**src/rtl/shifter_sll_pipe_pkg.sv**
```systemverilog
// Shared ALU package: function codes, widths
// and the stage register bundle of the SLL pipe.
package shifter_sll_pipe_pkg;

  localparam int DATA_W  = 32;
  localparam int SHAMT_W = 5;
  localparam int FN_W    = 6;

  localparam logic [FN_W-1:0] FN_SLL = 6'b000000;
  localparam logic [FN_W-1:0] FN_SRL = 6'b000010;

  typedef logic [DATA_W-1:0]  word_t;
  typedef logic [SHAMT_W-1:0] shamt_t;
  typedef logic [FN_W-1:0]    fn_t;

  typedef struct packed {
    logic   v;
    word_t  data;
    shamt_t sh;
  } sll_st_t;

  function automatic sll_st_t st_make(
    input logic   v,
    input word_t  data,
    input shamt_t sh
  );
    sll_st_t s;
    s.v    = v;
    s.data = data;
    s.sh   = sh;
    return s;
  endfunction

endpackage

```
**src/rtl/shifter_sll_pipe_if.sv**
```systemverilog
// Operand/result handshake bundle of the
// SLL pipe; master drives, slave computes.
interface shifter_sll_pipe_if;
  import shifter_sll_pipe_pkg::*;

  logic  in_valid;
  logic  in_ready;
  word_t dataA;
  word_t dataB;
  fn_t   Signal;
  logic  out_valid;
  logic  out_ready;
  word_t dataOut;
  logic  busy;

  modport master (
    output in_valid,
    output dataA,
    output dataB,
    output Signal,
    output out_ready,
    input  in_ready,
    input  out_valid,
    input  dataOut,
    input  busy
  );

  modport slave (
    input  in_valid,
    input  dataA,
    input  dataB,
    input  Signal,
    input  out_ready,
    output in_ready,
    output out_valid,
    output dataOut,
    output busy
  );

endinterface

```
**src/rtl/shifter_sll_pipe_sll_stage.sv**
```systemverilog
// One registered log-shifter stage: shifts by
// DIST when the matching shift bit is set.
module sll_stage
  import shifter_sll_pipe_pkg::*;
#(
  parameter int DIST = 1
) (
  input  logic    clk,
  input  logic    rst_n,
  input  logic    en,
  input  sll_st_t d,
  output sll_st_t q
);

  localparam int K = $clog2(DIST);

  word_t shifted;

  // Conditional shift by this stage's distance
  always_comb begin
    shifted = d.data;
    if (d.sh[K]) shifted = d.data << DIST;
  end

  // Valid follows every advance; payload only
  // loads on a real entry so bubbles keep it
  always_ff @(posedge clk or negedge rst_n) begin
    if (!rst_n) begin
      q <= '0;
    end else if (en) begin
      q.v <= d.v;
      if (d.v) begin
        q.data <= shifted;
        q.sh   <= d.sh;
      end
    end
  end

endmodule

```
**src/rtl/shifter_sll_pipe.sv**
```systemverilog
// Five-stage logical left shifter with a
// global-stall valid/ready handshake.
module shifter_sll_pipe
  import shifter_sll_pipe_pkg::*;
#(
  parameter fn_t SLL    = FN_SLL,
  parameter int  STAGES = 5
) (
  input  logic clk,
  input  logic reset,
  shifter_sll_pipe_if.slave bus
);

  logic    advance;
  logic    accept;
  logic    any_v;
  sll_st_t st_d [STAGES];
  sll_st_t st_q [STAGES];

  logic unused_hi;
  assign unused_hi = ^bus.dataB[DATA_W-1:SHAMT_W];

  // Whole pipe moves unless the output is held
  always_comb begin
    advance = !st_q[STAGES-1].v || bus.out_ready;
    accept  = bus.in_valid && (bus.Signal == SLL);
  end

  assign st_d[0] = st_make(
    accept,
    bus.dataA,
    bus.dataB[SHAMT_W-1:0]
  );

  for (genvar k = 0; k < STAGES; k++) begin : g_st
    if (k > 0) begin : g_link
      assign st_d[k] = st_q[k-1];
    end
    sll_stage #(
      .DIST (1 << k)
    ) u_stage (
      .clk   (clk),
      .rst_n (reset),
      .en    (advance),
      .d     (st_d[k]),
      .q     (st_q[k])
    );
  end

  // Pipe occupancy for the busy flag
  always_comb begin
    any_v = 1'b0;
    for (int k = 0; k < STAGES; k++)
      any_v = any_v | st_q[k].v;
  end

  // Handshake and result outputs
  always_comb begin
    bus.in_ready  = advance;
    bus.out_valid = st_q[STAGES-1].v;
    bus.dataOut   = st_q[STAGES-1].data;
    bus.busy      = any_v;
  end

endmodule

```
**src/flat_wrapper.sv**
```systemverilog
// flat-port wrapper written by rule: the top's interface ports become plain ports
module shifter_sll_pipe_flat import shifter_sll_pipe_pkg::*;
#(
  parameter fn_t SLL    = FN_SLL,
  parameter int  STAGES = 5
)
  (clk, reset, bus_in_valid, bus_dataA, bus_dataB, bus_Signal, bus_out_ready, bus_in_ready, bus_out_valid, bus_dataOut, bus_busy);
  shifter_sll_pipe_if bus_i ();
  input  logic clk;
  input  logic reset;
  input wire logic [$bits(bus_i.in_valid)-1:0] bus_in_valid;
  input wire logic [$bits(bus_i.dataA)-1:0] bus_dataA;
  input wire logic [$bits(bus_i.dataB)-1:0] bus_dataB;
  input wire logic [$bits(bus_i.Signal)-1:0] bus_Signal;
  input wire logic [$bits(bus_i.out_ready)-1:0] bus_out_ready;
  output wire logic [$bits(bus_i.in_ready)-1:0] bus_in_ready;
  output wire logic [$bits(bus_i.out_valid)-1:0] bus_out_valid;
  output wire logic [$bits(bus_i.dataOut)-1:0] bus_dataOut;
  output wire logic [$bits(bus_i.busy)-1:0] bus_busy;
  assign bus_i.in_valid = bus_in_valid;
  assign bus_i.dataA = bus_dataA;
  assign bus_i.dataB = bus_dataB;
  assign bus_i.Signal = bus_Signal;
  assign bus_i.out_ready = bus_out_ready;
  assign bus_in_ready = bus_i.in_ready;
  assign bus_out_valid = bus_i.out_valid;
  assign bus_dataOut = bus_i.dataOut;
  assign bus_busy = bus_i.busy;
  shifter_sll_pipe #(.SLL(SLL), .STAGES(STAGES)) u_core (.clk(clk), .reset(reset), .bus(bus_i));
endmodule
```
**config.mk**
```make
export PLATFORM = sky130hd
export DESIGN_NAME = shifter_sll_pipe_flat
export DESIGN_NICKNAME = d
export VERILOG_FILES = /design/src/rtl/shifter_sll_pipe_pkg.sv /design/src/rtl/shifter_sll_pipe_if.sv /design/src/rtl/shifter_sll_pipe_sll_stage.sv /design/src/rtl/shifter_sll_pipe.sv /design/src/flat_wrapper.sv
export SDC_FILE = /design/constraint.sdc
export NUM_CORES = 1
export LEC_CHECK = 0
export BUFFER_PORTS_ARGS = -buffer_cell sky130_fd_sc_hd__clkbuf_2
export CAP_MARGIN = 20
export CORE_ASPECT_RATIO = 2
export CORE_MARGIN = 2
export CORE_UTILIZATION = 35
export CTS_CLUSTER_SIZE = 14
export DETAILED_ROUTE_END_ITERATION = 10
export MAX_ROUTING_LAYER = met4
export PLACE_DENSITY_LB_ADDON = 0.3
export SLEW_MARGIN = 5
export SYNTH_ARGS = -nofsm -noshare
export SYNTH_HDL_FRONTEND = slang
export SYNTH_SLANG_ARGS = --single-unit
```
**constraint.sdc**
```tcl
create_clock -name clk -period 1.8 [get_ports clk]
set_input_delay 0 -clock clk [delete_from_list [all_inputs] [get_ports clk]]
set_output_delay 0 -clock clk [all_outputs]
set_load 0.01 [all_outputs]
```
Word level (Yosys, flattened, before mapping)
Index checks and enable logic that the tools add are counted.

Input port bits: 74. Logic and storage cells: 32. Bits in registers: 185. Output and inout port bits: 35.

Bitwise gates (word level): 4. Reductions and logical operators: 9. Muxes and demuxes: 5.

Operators with widths (number): $mux W32 (5); $reduce_and A2 Y1 (5); $logic_not A6 Y1 (1); $or A1 B1 Y1 (4); $logic_and A1 B1 Y1 (1); $logic_not A1 Y1 (1); $logic_or A1 B1 Y1 (1).

Logic depth before layout (Yosys ltp)
Gate-level depths: netlist (run 1).

Depth in word-level cells: 4. Gate-level depth with buffers: 7. Depth with buffers taken out: 4.

By module
Synthesis (run 1) repeated with hierarchy kept, for this count alone.

Cells, all modules: 793. Area, all modules: 9472.8 µm².

Modules (own cells, without submodules): sll_stage at u_core.g_st[0].u_stage (instances 1, area each 1910.6 µm², cells each 157, sequential area each 950.9 µm²); sll_stage at u_core.g_st[1].u_stage (instances 1, area each 1908.1 µm², cells each 157, sequential area each 950.9 µm²); sll_stage at u_core.g_st[2].u_stage (instances 1, area each 1900.6 µm², cells each 157, sequential area each 950.9 µm²); sll_stage at u_core.g_st[3].u_stage (instances 1, area each 1888.1 µm², cells each 157, sequential area each 950.9 µm²); sll_stage at u_core.g_st[4].u_stage (instances 1, area each 1824.2 µm², cells each 159, sequential area each 950.9 µm²); shifter_sll_pipe (instances 1, area each 41.3 µm², cells each 6, sequential area each 0.0 µm²).

Worst setup path before layout (run 1)
No wires, ideal clock.

Path kind: flip-flop to flip-flop. Start: register u_core.g_st[4].u_stage.q[37] (netlist name). End: register u_core.g_st[3].u_stage.q[10] (netlist name). Path slack: 0.237 ns. Cell stages (with the launch flop): 7. Setup time: 0.125 ns. Data arrival time: 1.438 ns. Clock period less this slack: 1.563 ns. Buffers on the path: 2. Required time: 1.675 ns. Path through: dfrtp_1 -> and2b_2 -> inv_2 -> and2_1 -> buf_6 -> buf_6 -> mux2_4.

Longest elaborated chain between the ends: 3.

Ends and longest elaborated chain: from (decl) (line shifter_sll_pipe_sll_stage.sv:12) `output sll_st_t q`; $logic_not A1 Y1 (line shifter_sll_pipe.sv:25) `advance = !st_q[STAGES-1].v || bus.out_ready;`; $logic_or A1 B1 Y1 (line shifter_sll_pipe.sv:25); $reduce_and A2 Y1 (no source line); to (decl) (line shifter_sll_pipe_sll_stage.sv:12).

Every way passes these cells. A chain may end at the register's enable or synchronous reset.

Worst setup path in the final report (run 1)
Start: register u_core.g_st[4].u_stage.q[37] (netlist name). End: output bus_in_ready.

Longest elaborated chain between the ends: 2.

Ends and longest elaborated chain: $logic_not A1 Y1 (line shifter_sll_pipe.sv:25); $logic_or A1 B1 Y1 (line shifter_sll_pipe.sv:25); to (decl) (line flat_wrapper.sv:16) `output wire logic [$bits(bus_i.in_ready)-1:0] bus_in_ready;`.

Every way passes these cells.

==> results by stage, run 1 <==
Placement:
- Prior to clock tree synthesis, the placed netlist has a worst setup slack of 0.187 ns.
- After legalization and detailed placement, the total HPWL measured 13.7 mm.
- The count of input and output buffers is 81.
- Routability-driven placement finished with a final weighted congestion of about 0.84.
- Once placement finished, the instance area stood at 9030 um^2.

Timing:
- Setup repair after global routing left no endpoint under its margin.
- The peak clock frequency supported by timing is 607 MHz.
- The ratio of final minimum period to clock period is 0.916.
- The number of failing setup endpoints in the final timing report is 0.
- For the final database, setup skew stands at 0.00561 ns.
- The clock period could shrink to 1.65 ns.
- In this run the tightest slew margin relative to its limit is 0.612.
- Setup total negative slack on the finished layout was measured at 0 ns.
- The smallest setup slack after layout is 0.151 ns.
- The final count of hold timing violations is 0.
- The total count of max-transition violations in the final report came to 0.
- The transition at the pin with the smallest max-transition slack is 0.578 ns.

CTS:
- The maximum level of the CTS H-tree is 4.
- The count of buffers added by post-CTS timing repair for setup is 0.
- The clock network latency to the later pin of the worst-skew pair is 0.43 ns.
- TritonCTS built the clock tree.
- Counting the buffers created by CTS gives 17.
- Clock tree synthesis selected as its root buffer the cell sky130_fd_sc_hd__clkbuf_16.
- Clock-pin slew was measured on the worst setup and hold paths at 0.06 ns.
- CTS saw roughly 180 sinks.
- No sink is reached through more buffers than the 2 on the longest clock path.

Critical path:
- The data arrival time of the worst path is 1.65 ns.
- The maximum net fanout on the critical path is 26.
- The critical path data required time is 1.80 ns.
- The worst setup path is launched from a flip-flop.
- The path type of the worst setup path is reg2out.
- STA classifies the critical path endpoint as a primary output.

Power:
- Internal power comes to 7.75 mW.
- Of the total power, the share spent switching nets is 0.288.
- The largest vdd supply drop is 577 uV.
- Of the total power, combinational logic draws 0.181.
- For this design the total switching power over the nets is 3.13 mW.
- The power density over the cells is 1080 nW/um^2.
- Power comes to roughly 11 mW.
- The static leakage power is 4.46 nW.
- The sequential fraction of design power is 0.492.
- Of the total power, the clock network draws 0.327.

Yosys:
- The post-synth net total is roughly 770.
- The post-synthesis cell type with the largest combined area is sky130_fd_sc_hd__dfrtp_1.
- The share of the Yosys chip area taken by registers is 0.531.
- Synthesis instantiated 25 different standard cells from the library.
- Synthesis produced a netlist whose cell count is 700.
- After synthesis, the mean cell area works out to 11.8 um^2.
- The most instantiated flip-flop cell in the synthesis netlist is sky130_fd_sc_hd__dfrtp_1.
- The count of flip-flops with a built-in enable after synthesis is 0.
- Counting flops with an async set or reset pin after synthesis yields a share of 1.00.
- By area the synthesized netlist is led by sky130_fd_sc_hd__dfrtp_1 53%, sky130_fd_sc_hd__mux2i_1 12%, sky130_fd_sc_hd__a21oi_1 9.9%.
- The share of synthesized area in the top cell type comes to 0.531.
- After synthesis the netlist holds a flip-flop and latch count of 175.
- The count of yosys warnings during synthesis is 0.
- The summed instance area of the synthesized netlist is ~8300 um^2.

Final layout:
- 0 antenna diodes ended up in the layout.
- Ranked by flip-flop count, first place goes to u_core.g_st.u_stage.q.
- In the final layout, the registers with the most flip-flops are u_core.g_st.u_stage.q (175).
- The share of layout cells above drive strength 1 is 0.269.
- After filler insertion, the fill cell instance count of the layout stands at 2,203.
- The area of all placed cells without fillers is 10,100 um^2.
- Once layout is complete, the utilization of the core stands at 0.434.
- The signed area change from the synthesized netlist to the final layout is 22.2%.
- The flip-flop count of the largest register after layout is 175.
- The number of nets in the layout is 891.

Hold path:
- The path class of the tightest hold or removal check is in2reg.

Detailed routing:
- The routed via count divided by cell count is ~5.0.
- The DRC violation count after routing is 0.
- The via total after detailed routing is roughly 5,600.
- The final routed wire length divided by cell count is 16.6 um.
- The detail route stage leaves a number of antenna-violating nets equal to 0.
- The total wirelength of the detailed-routed design is 18.5 mm.
- For this run, the detailed router's first-pass iteration total came to 4.
- After the first detailed-routing iteration, the DRC count stood at roughly 180.

GRT:
- The global route total overflow is 0.
- Across every metal layer, demand over resource in global routing totals 0.160.
- Entering global routing, the biggest net connects 51 pins.
- The initial antenna violation count was 0.
- The first global-routing pass estimated 30.8 mm of wire.
- The via count of the first global-routing pass is around 5,900.

Floorplanning:
- The site row count is 79.
- The die area is 24,900 um^2.
- The total area inside the core boundary comes to 23,200 um^2.
- The I/O pin count is 109.
- The die height is between 200 and 250 um.
- The die width is 113 um.
- The effective utilization at floorplan is 0.355.

Flow run:
- The max capacitance violation total is 0.

Status:
- The run finished with clean final reports.
[final cells by class]
cell class | instances | area (um^2) | share of cell area
repair buffers | 159 | 1250 | 0.124
well taps | 283 | 354 | 0.0351
flip-flops and latches | 175 | 4380 | 0.434
multi-input cells | 459 | 3520 | 0.349
inverters | 5 | 18.8 | 0.00186
clock buffers | 21 | 460 | 0.0457
clock inverters | 11 | 109 | 0.0108
[Yosys cell counts, types with 2 or more instances]
library cell and number:
sky130_fd_sc_hd__o21ai_0 67, sky130_fd_sc_hd__a21oi_1 164, sky130_fd_sc_hd__nand2_1 3, sky130_fd_sc_hd__mux2_2 47, sky130_fd_sc_hd__mux2_4 30, sky130_fd_sc_hd__a21o_1 3
sky130_fd_sc_hd__nor2b_1 12, sky130_fd_sc_hd__buf_4 3, sky130_fd_sc_hd__inv_1 4, sky130_fd_sc_hd__buf_2 20, sky130_fd_sc_hd__mux2i_1 101, sky130_fd_sc_hd__o41ai_1 2
sky130_fd_sc_hd__nand2b_1 17, sky130_fd_sc_hd__clkbuf_1 28, sky130_fd_sc_hd__mux2_1 5, sky130_fd_sc_hd__dfrtp_1 175, sky130_fd_sc_hd__and2_1 2, sky130_fd_sc_hd__buf_6 10
[worst max-delay path, stage by stage (launching register included)]
cell	delay (ns)
sky130_fd_sc_hd__dfrtp_1	0.39
sky130_fd_sc_hd__and2b_2	0.23
sky130_fd_sc_hd__inv_2	0.18
sky130_fd_sc_hd__buf_6	0.25
sky130_fd_sc_hd__clkbuf_2	0.17
[layout by cell type (no fill, tap or decap), types with 5 or more instances in the layout]
master,count
sky130_fd_sc_hd__clkbuf_2,80
sky130_fd_sc_hd__clkbuf_16,17
sky130_fd_sc_hd__buf_12,10
sky130_fd_sc_hd__nor2b_1,12
sky130_fd_sc_hd__o21ai_0,67
sky130_fd_sc_hd__mux2_4,30
sky130_fd_sc_hd__mux2i_1,101
sky130_fd_sc_hd__a21oi_1,164
sky130_fd_sc_hd__mux2_1,5
sky130_fd_sc_hd__dlygate4sd3_1,48
sky130_fd_sc_hd__dfrtp_1,175
sky130_fd_sc_hd__mux2_2,47
sky130_fd_sc_hd__nand2b_1,17
sky130_fd_sc_hd__buf_4,19
[worst paths after layout]
check	from	end	slack, ns	cells past startpoint
max	u_core.g_st[4].u_stage.q[37]	bus_in_ready	0.15	4
min	bus_dataA[30]	u_core.g_st[0].u_stage.q[36]	0.05	3
max reg2reg	u_core.g_st[4].u_stage.q[37]	u_core.g_st[3].u_stage.q[35]	0.15	6
min reg2reg	u_core.g_st[0].u_stage.q[4]	u_core.g_st[1].u_stage.q[4]	0.50	1
max in group asynchronous	reset	u_core.g_st[4].u_stage.q[5]	0.99	3
min in group asynchronous	reset	u_core.g_st[0].u_stage.q[31]	0.07	2
[timing repair]
| action | CTS | global route |
|---|---|---|
| hold buffers | 48 | 0 |
| setup endpoints to repair | 0 | 1 |
| endpoints found under the hold margin | 160 | 0 |
| gates resized for setup | 0 | 1 |
[through the flow]
step	hold WS [ns]	instances
floorplan	-0.296	700
global placement	-0.0271	1033
detailed placement	-0.0249	1033
CTS	0.0635	1113
global route	0.0638	1113
finish	0.0484	1113
[metal layers]
| layer | vias up | share of wire | track usage |
|---|---|---|---|
| met3 | 22 | 0.027 | 0.0293 |
| met5 | - | 0 | - |
| met1 | 2703 | 0.37 | 0.160 |
| met2 | 84 | 0.58 | 0.300 |
| li1 | 2758 | - | - |
| met4 | 0 | 0.020 | 0.0625 |
[kinds of logic after synthesis]
kind of cell,count (synthesis),share of synthesized area
compound gates,236,0.145
buf+inv,66,0.0435
flops,175,0.531
mux,183,0.248
simple gates,40,0.0328
[power groups by stage]
stage / Sequential, mW / Clock [mW] / Combinational [mW]
2_1_floorplan: 5.28 / 0 / 1.23
3_3_place_gp: 5.42 / 0 / 1.88
3_5_place_dp: 5.44 / 0 / 1.91
4_1_cts: 5.37 / 3.66 / 2.01
5_1_grt: 5.46 / 3.83 / 2.24
6_report: 5.36 / 3.56 / 1.97
No activity file was read; power rests on OpenSTA's default activity.
==> inputs of run 2 (changes only) <==
--- a/config.mk
+++ b/config.mk
@@ -10,6 +10,7 @@
 export CORE_ASPECT_RATIO = 2
 export CORE_MARGIN = 2
 export CORE_UTILIZATION = 35
+export CTS_BUF_LIST = sky130_fd_sc_hd__clkbuf_8 sky130_fd_sc_hd__clkbuf_16
 export CTS_CLUSTER_SIZE = 14
 export DETAILED_ROUTE_END_ITERATION = 10
 export MAX_ROUTING_LAYER = met4
==> results by stage, run 2 (synthesis results as in run 1) <==
Hold path:
- The path category of the worst min-delay check is in2reg.
- The cell depth of the worst min-delay path is 3.

Final layout:
- The antenna diode count is 0.
- The number of non-filler instances in the completed layout is 1,113.
- The net count of the finished layout is between 800 and 900.
- The register containing the most flip-flops in the final layout is u_core.g_st.u_stage.q.
- In the final layout, the multi-input gates occupy 3520 um^2.
- In the final layout, the share of cells above drive strength 1 is 0.269.
- Leaving out fill and tap cells, the most frequent cell in the layout is sky130_fd_sc_hd__dfrtp_1.
- From synthesis to final layout, the design area changed by 22.2%.
- The area taken by flip-flops and latches is approximately 4400 um^2.
- The total of fill cells in the finished design is 2,203.
- The largest registers in the layout are u_core.g_st.u_stage.q (175).
- In the layout the commonest cells are 175 x sky130_fd_sc_hd__dfrtp_1, 164 x sky130_fd_sc_hd__a21oi_1, 101 x sky130_fd_sc_hd__mux2i_1.
- The flip-flop count of the largest register after layout is 175.

Power:
- The relative contribution of combinational cells to total power is 0.181.
- Internal power comes to 7.74 mW.
- In this run the power density over the cells is 1080 nW/um^2.
- Summed over all cells, the static leakage comes to 4.47 nW.
- The sequential fraction of design power is 0.492.
- The fraction of power consumed by the clock network is 0.326.
- The share of total power consumed by net switching is 0.288.
- For this design the total switching power over the nets is 3.13 mW.
- Across the VDD grid, the largest voltage drop is 582 uV.

Detailed routing:
- The first-pass detailed-route iteration total is 4.
- The antenna violation net count after detailed routing is 0.
- The routed via count divided by cell count is 4.99.
- The total met3 wirelength after detailed routing is between 400 and 500 um.
- The DRC violation count after routing is 0.
- The highest metal layer used by the detailed router is met4.
- For this block, the initial DRC count from the detailed router was 195.
- The total wirelength of the detailed-routed design is around 19 mm.
- The final routed wire length divided by cell count is 16.6 um.
- The wire length on met2 is 10.8 mm.
- The detailed router put a total of 6.86 mm of wire on met1.
- The routed layout has 5,551 vias.

GRT:
- The all-layer global routing usage is 0.160.
- The largest net degree at the start of global routing is between 50 and 60.
- The via count of the first global-routing pass came to ~6,000.
- The initial antenna violation count is 0.
- The global route total overflow is 0.
- The first-pass GRT wire length is 30.8 mm.

CTS:
- The clock transition time at the flip-flop clock pins of the worst setup and hold paths is 0.06 ns.
- The number of buffers inserted during clock tree synthesis is 17.
- Clock tree synthesis selected as its root buffer the cell sky130_fd_sc_hd__clkbuf_16.
- The later pin in the worst-skew pair is clocked with a latency of 0.44 ns.
- The clock tree buffer depth is 2.
- The maximum level of the CTS H-tree is 4.
- The tree built by TritonCTS fans out to 175 sinks.
- The count of buffers added by post-CTS timing repair for setup is 0.
- The CTS tree is done.

Timing:
- The worst slew margin relative to its limit is 0.613.
- The transition at the pin with the smallest max-transition slack is 0.576 ns.
- Summed over all failing endpoints, the final setup total negative slack is 0 ns.
- The peak clock frequency supported by timing is 604 MHz.
- The total count of max-transition violations in the final report is 0.
- The shortest period the worst path allows is 1.66 ns.
- Setup repair after global routing left no endpoint under its margin.
- On the final layout, the worst clock skew is approximately 0.0085 ns.
- Dividing the final minimum period by the clock period gives 0.920.
- The final count of hold timing violations is 0.
- Setup violations remaining at the end of the flow were counted as 0.

Flow run:
- The max capacitance violation total is 0.

Critical path:
- STA classifies the critical path endpoint as a flip-flop.
- The total buffers and inverters traversed by the critical path is 3.
- In this run the register-to-register setup slack is 0.14 ns.
- The data arrival time of the worst path is 1.97 ns.
- The critical path data required time is 2.11 ns.
- By startpoint and endpoint, the worst setup path is classified as reg2reg.
- Counting buffers and inverters, the worst setup path is 6 cells deep.
- The cell with the largest stage delay on the worst path is sky130_fd_sc_hd__dfrtp_1.
- Measured in cells, the most critical reg-to-reg path has a length of 6.
- The category of cells accounting for the largest share of critical-path delay is buffers and inverters.
- The kind of start point of the critical path is a flip-flop.
- The maximum net fanout on the critical path is 18.
- On the worst path, the slowest cell contributes a delay of approximately 0.39 ns.
- Walking the worst path, the cells encountered are and2b_2 > inv_2 > and2_1 > buf_12 > buf_4 > a21oi_1.

Floorplanning:
- The die height is 221 um.
- The floorplan step set the die width to 113 um.
- For this configuration, the core starts out at a cell density of 0.355.
- The die area is 24,900 um^2.
- The core region is 23,200 um^2.
- The I/O pin count is approximately 110.
- The site row count is 79.

Placement:
- The congestion estimate from routability-driven global placement came to 0.844.
- Including well taps, the total number of placed cells is 1,033.
- During placement, the flow inserted port buffers numbering 81.
- Detailed placement ended at an HPWL of 13.7 mm.

Status:
- The flow ran to the end, and the final reports show no timing, DRC or antenna violations.
run 2: cell count changes in the layout (fill, tap and decap cells not counted), sizes merged:
cell / previous run / this run
clkbuf: 101 / 99
inv: 7 / 9
run 2: metal layers:
| metal | track usage | vias to the layer above |
|---|---|---|
| met5 | - | - |
| met2 | 0.300 | 80 |
| li1 | - | 2761 |
| met3 | 0.0293 | 20 |
| met4 | 0.0625 | 0 |
| met1 | 0.160 | 2690 |
run 2: layout make-up:
| cell class | instances | share of cell area |
|---|---|---|
| Timing Repair Buffer | 159 | 0.124 |
| Multi-Input combinational cell | 459 | 0.349 |
| Clock buffer | 19 | 0.0449 |
| Clock inverter | 13 | 0.0115 |
| Inverter | 5 | 0.00186 |
| Tap cell | 283 | 0.0351 |
| Sequential cell | 175 | 0.434 |
run 2: through the flow:
stage | util | cell area (um^2) | hold slack (ns) | worst slack (ns) | power [mW]
3_5_place_dp | 0.389 | 9030 | -0.0249 | 0.187 | 7.34
2_1_floorplan | - | 8250 | -0.296 | 0.237 | 6.51
6_report | 0.434 | 10100 | 0.0435 | 0.144 | 10.9
4_1_cts | 0.434 | 10100 | 0.0635 | 0.0580 | 11.0
3_3_place_gp | 0.389 | 9030 | -0.0271 | 0.210 | 7.29
5_1_grt | 0.434 | 10100 | 0.0638 | 0.0639 | 11.5
run 2: power by group through the flow:
| stage | combinational, mW | sequential (mW) | clock (mW) |
|---|---|---|---|
| after floorplan | 1.23 | 5.28 | 0 |
| after global placement | 1.88 | 5.42 | 0 |
| after detailed placement | 1.91 | 5.44 | 0 |
| after CTS | 2.01 | 5.37 | 3.65 |
| after global routing | 2.24 | 5.46 | 3.82 |
| final | 1.97 | 5.35 | 3.55 |
run 2: worst register-to-register path: cells and delay by family (launching register included):
family                 cells  cell delay [ns]
AND/OR/NAND/NOR            2             0.46
flip-flops                 1             0.39
buffers and inverters      3             0.57
AO/OA/AOI/OAI              1             0.11
run 2: path summary, 6_finish.rpt:
path | start | to
max | u_core.g_st[4].u_stage.q[37] | u_core.g_st[3].u_stage.q[35]
min | bus_dataA[30] | u_core.g_st[0].u_stage.q[36]
max reg2reg | u_core.g_st[4].u_stage.q[37] | u_core.g_st[3].u_stage.q[35]
min reg2reg | u_core.g_st[0].u_stage.q[4] | u_core.g_st[1].u_stage.q[4]
max in group asynchronous | reset | u_core.g_st[4].u_stage.q[5]
min in group asynchronous | reset | u_core.g_st[0].u_stage.q[31]
run 2: repair_timing:
action | in CTS | in global routing
hold buffers | 48 | 0
hold endpoints to repair | 160 | 0
endpoints found under the setup margin | 0 | 1
resized for setup | 0 | 1
==> inputs of run 3 (changes only) <==
--- a/config.mk
+++ b/config.mk
@@ -15,6 +15,7 @@
 export DETAILED_ROUTE_END_ITERATION = 10
 export MAX_ROUTING_LAYER = met4
 export PLACE_DENSITY_LB_ADDON = 0.3
+export REMOVE_ABC_BUFFERS = 1
 export SLEW_MARGIN = 5
 export SYNTH_ARGS = -nofsm -noshare
 export SYNTH_HDL_FRONTEND = slang
==> results by stage, run 3 (synthesis results as in run 1) <==
Status:
- The flow ran to the end, and the final reports show no timing, DRC or antenna violations.

Final layout:
- Measured on the finished design, the core utilization comes to 0.436.
- In the final layout, the share of cells above drive strength 1 is 0.268.
- The signed area change from the synthesized netlist to the final layout is 22.6%.
- The register containing the most flip-flops in the final layout is u_core.g_st.u_stage.q.
- After routing the design area is 10,100 um^2.
- The largest registers in the layout are u_core.g_st.u_stage.q (175).
- For this run, the post-layout net count is about 900.
- The commonest non-fill, non-tap cell in the layout is sky130_fd_sc_hd__dfrtp_1.
- The top cell types in the final layout, fill and taps aside, are 175 x sky130_fd_sc_hd__dfrtp_1, 164 x sky130_fd_sc_hd__a21oi_1, 101 x sky130_fd_sc_hd__mux2i_1.
- 0 antenna diodes ended up in the layout.
- The register with the most flip-flops in the layout has between 150 and 200 of them.
- After filler insertion, the fill cell instance count of the layout stands at roughly 2,200.

CTS:
- The maximum level of the CTS H-tree is 4.
- The clock transition time at the flip-flop clock pins of the worst setup and hold paths is about 0.070 ns.
- In this run the deepest clock path goes through 2 buffers.
- The post-cts hold buffer count is 51.
- After clock tree synthesis, the setup repair step added 0 buffers.
- Clock latency on the worst-skew pair, taken at its later pin, is 0.44 ns.
- Counting the buffers created by CTS gives 17.
- The post-cts gate resize count is 0.
- The CTS tree is done.
- The tree built by TritonCTS fans out to 175 sinks.
- The library cell used as clock root buffer is sky130_fd_sc_hd__clkbuf_16.

Timing:
- The total count of max-transition violations in the final report was 0.
- The worst slew margin relative to its limit is 0.524.
- Derived from the worst setup path, the maximum achievable clock frequency is 601 MHz.
- The smallest setup slack after layout is 0.136 ns.
- The final count of hold timing violations is 0.
- The worst hold slack is 0.139 ns.
- Setup repair after global routing left no endpoint under its margin.
- The number of failing setup endpoints in the final timing report is 0.
- For the pin with the worst max-slew slack, the measured transition is approximately 0.71 ns.
- The clock arrives with 0.00650 ns of skew.
- Dividing the final minimum period by the clock period gives 0.924.
- The shortest period the worst path allows is 1.66 ns.

Placement:
- The routability congestion estimate from global placement is between 0.7 and 0.8.
- After legalization and detailed placement, the total HPWL measured 12.8 mm.
- The area after detailed placement is 9030 um^2.
- The setup slack at placement is between 0.1 and 0.15 ns.
- Port buffering added 81 buffers.

Detailed routing:
- The first detailed-routing pass ran for 4 iterations.
- After detailed routing, the number of vias per cell comes to 5.06.
- The via total after detailed routing is between 5,000 and 6,000.
- The DRC marker count from the first detailed-route iteration is ~230.
- In the routed design, unresolved DRC markers number 0.
- In the final routed layout, each cell accounts on average for roughly 16 um.
- The final layout contains routed wiring with a total length of ~18 mm.
- The antenna violation net count after detailed routing is 0.

Hold path:
- The worst hold path belongs to the class in2async.

Critical path:
- Together, buffers and inverters on the worst path number 3.
- On the worst path, the slowest cell contributes a delay of just under 0.4 ns.
- The path type of the worst setup path is reg2reg.
- The data arrival time of the worst path is 1.98 ns.
- The maximum net fanout on the critical path is 37.
- The critical path data required time is 2.12 ns.
- The category of cells accounting for the largest share of critical-path delay is buffers and inverters.
- The cell with the largest stage delay on the worst path is sky130_fd_sc_hd__dfrtp_1.
- The critical path goes through and2b_2 > inv_2 > buf_4 > nand3_4 > buf_12 > mux2_4.
- The kind of start point of the critical path is a flip-flop.
- Tracing the worst setup path back leads to its startpoint at u_core.g_st[4].u_stage.q[37].
- The category of the worst setup path capture point is a flip-flop.
- The slack of the worst reg-to-reg path is 0.14 ns.
- The startpoint identified for the worst register-to-register timing path is u_core.g_st[4].u_stage.q[37].

Power:
- The analysis attributes to cell leakage a power of approximately 4.5 nW.
- Of the total power, combinational logic draws 0.179.
- Of the total power, the share spent switching nets is 0.287.
- Of the total power, registers draw 0.491.
- The internal power contribution is 7.73 mW.
- The switching component of the power is 3.11 mW.
- Dividing total power by cell area gives a power density of 1070 nW/um^2.
- The total power of the final layout is 10.8 mW.
- The largest vdd supply drop is 484 uV.
- The fraction of power consumed by the clock network is 0.329.

Floorplanning:
- For this configuration, the core starts out at a cell density of 0.355.
- The I/O pin count is approximately 110.
- In this run the vertical extent of the chip is 221 um.
- The die is 113 um wide.
- The floorplan step defined a core boundary enclosing around 23,000 um^2.
- After floorplanning, the core was divided into between 70 and 80 placement rows.
- The die covers 24,900 um^2.

GRT:
- In the global route stage, overall resource usage came out at 0.156.
- The initial antenna violation count is 0.
- The global route total overflow is 0.
- The via count of the first global-routing pass is 5,845.
- The largest net degree at the start of global routing is 68.
- The first global-routing pass estimated 30.4 mm of wire.

Flow run:
- Max-cap violations in this run came to 0.
## run 3: worst min-delay path, cell delays in order
cell,delay [ns]
sky130_fd_sc_hd__dlygate4sd3_1,0.54
sky130_fd_sc_hd__buf_6,0.14
sky130_fd_sc_hd__buf_12,0.28
## run 3: layout make-up
| class | instances | area (um^2) | area share |
|---|---|---|---|
| clock buffers | 18 | 439 | 0.0434 |
| clock inverters | 14 | 133 | 0.0131 |
| inverters | 5 | 18.8 | 0.00186 |
| multi-input cells | 459 | 3520 | 0.348 |
| flip-flops and latches | 175 | 4380 | 0.433 |
| well taps | 283 | 354 | 0.0350 |
| repair buffers | 161 | 1280 | 0.126 |
## run 3: metrics by stage
step / instances / TNS [ns]
final: 1115 / 0
after detailed placement: 1032 / 0
after floorplan: 639 / -144.36
after global routing: 1115 / 0
after global placement: 1032 / 0
after CTS: 1115 / 0
## run 3: path summary, 6_finish.rpt
check,endpoint,cells past startpoint
setup / recovery,u_core.g_st[0].u_stage.q[34],6
hold / removal,u_core.g_st[0].u_stage.q[3],3
setup reg to reg,u_core.g_st[0].u_stage.q[34],6
hold reg to reg,u_core.g_st[4].u_stage.q[8],2
max in group asynchronous,u_core.g_st[2].u_stage.q[35],3
min in group clk,u_core.g_st[0].u_stage.q[5],5
## run 3: power groups by stage
stage	combinational (mW)	clock, mW	sequential [mW]
floorplan	1.15	0	5.33
global placement	1.85	0	5.38
detailed placement	1.88	0	5.41
CTS	1.99	3.67	5.34
global route	2.22	3.80	5.43
finish	1.94	3.57	5.32
## run 3: metal layers
layer,vias up,global-route usage,wire [um]
met5,-,-,0
met3,16,0.0304,407
met4,0,0.0496,248
li1,2770,-,-
met2,62,0.284,10300
met1,2796,0.167,6980
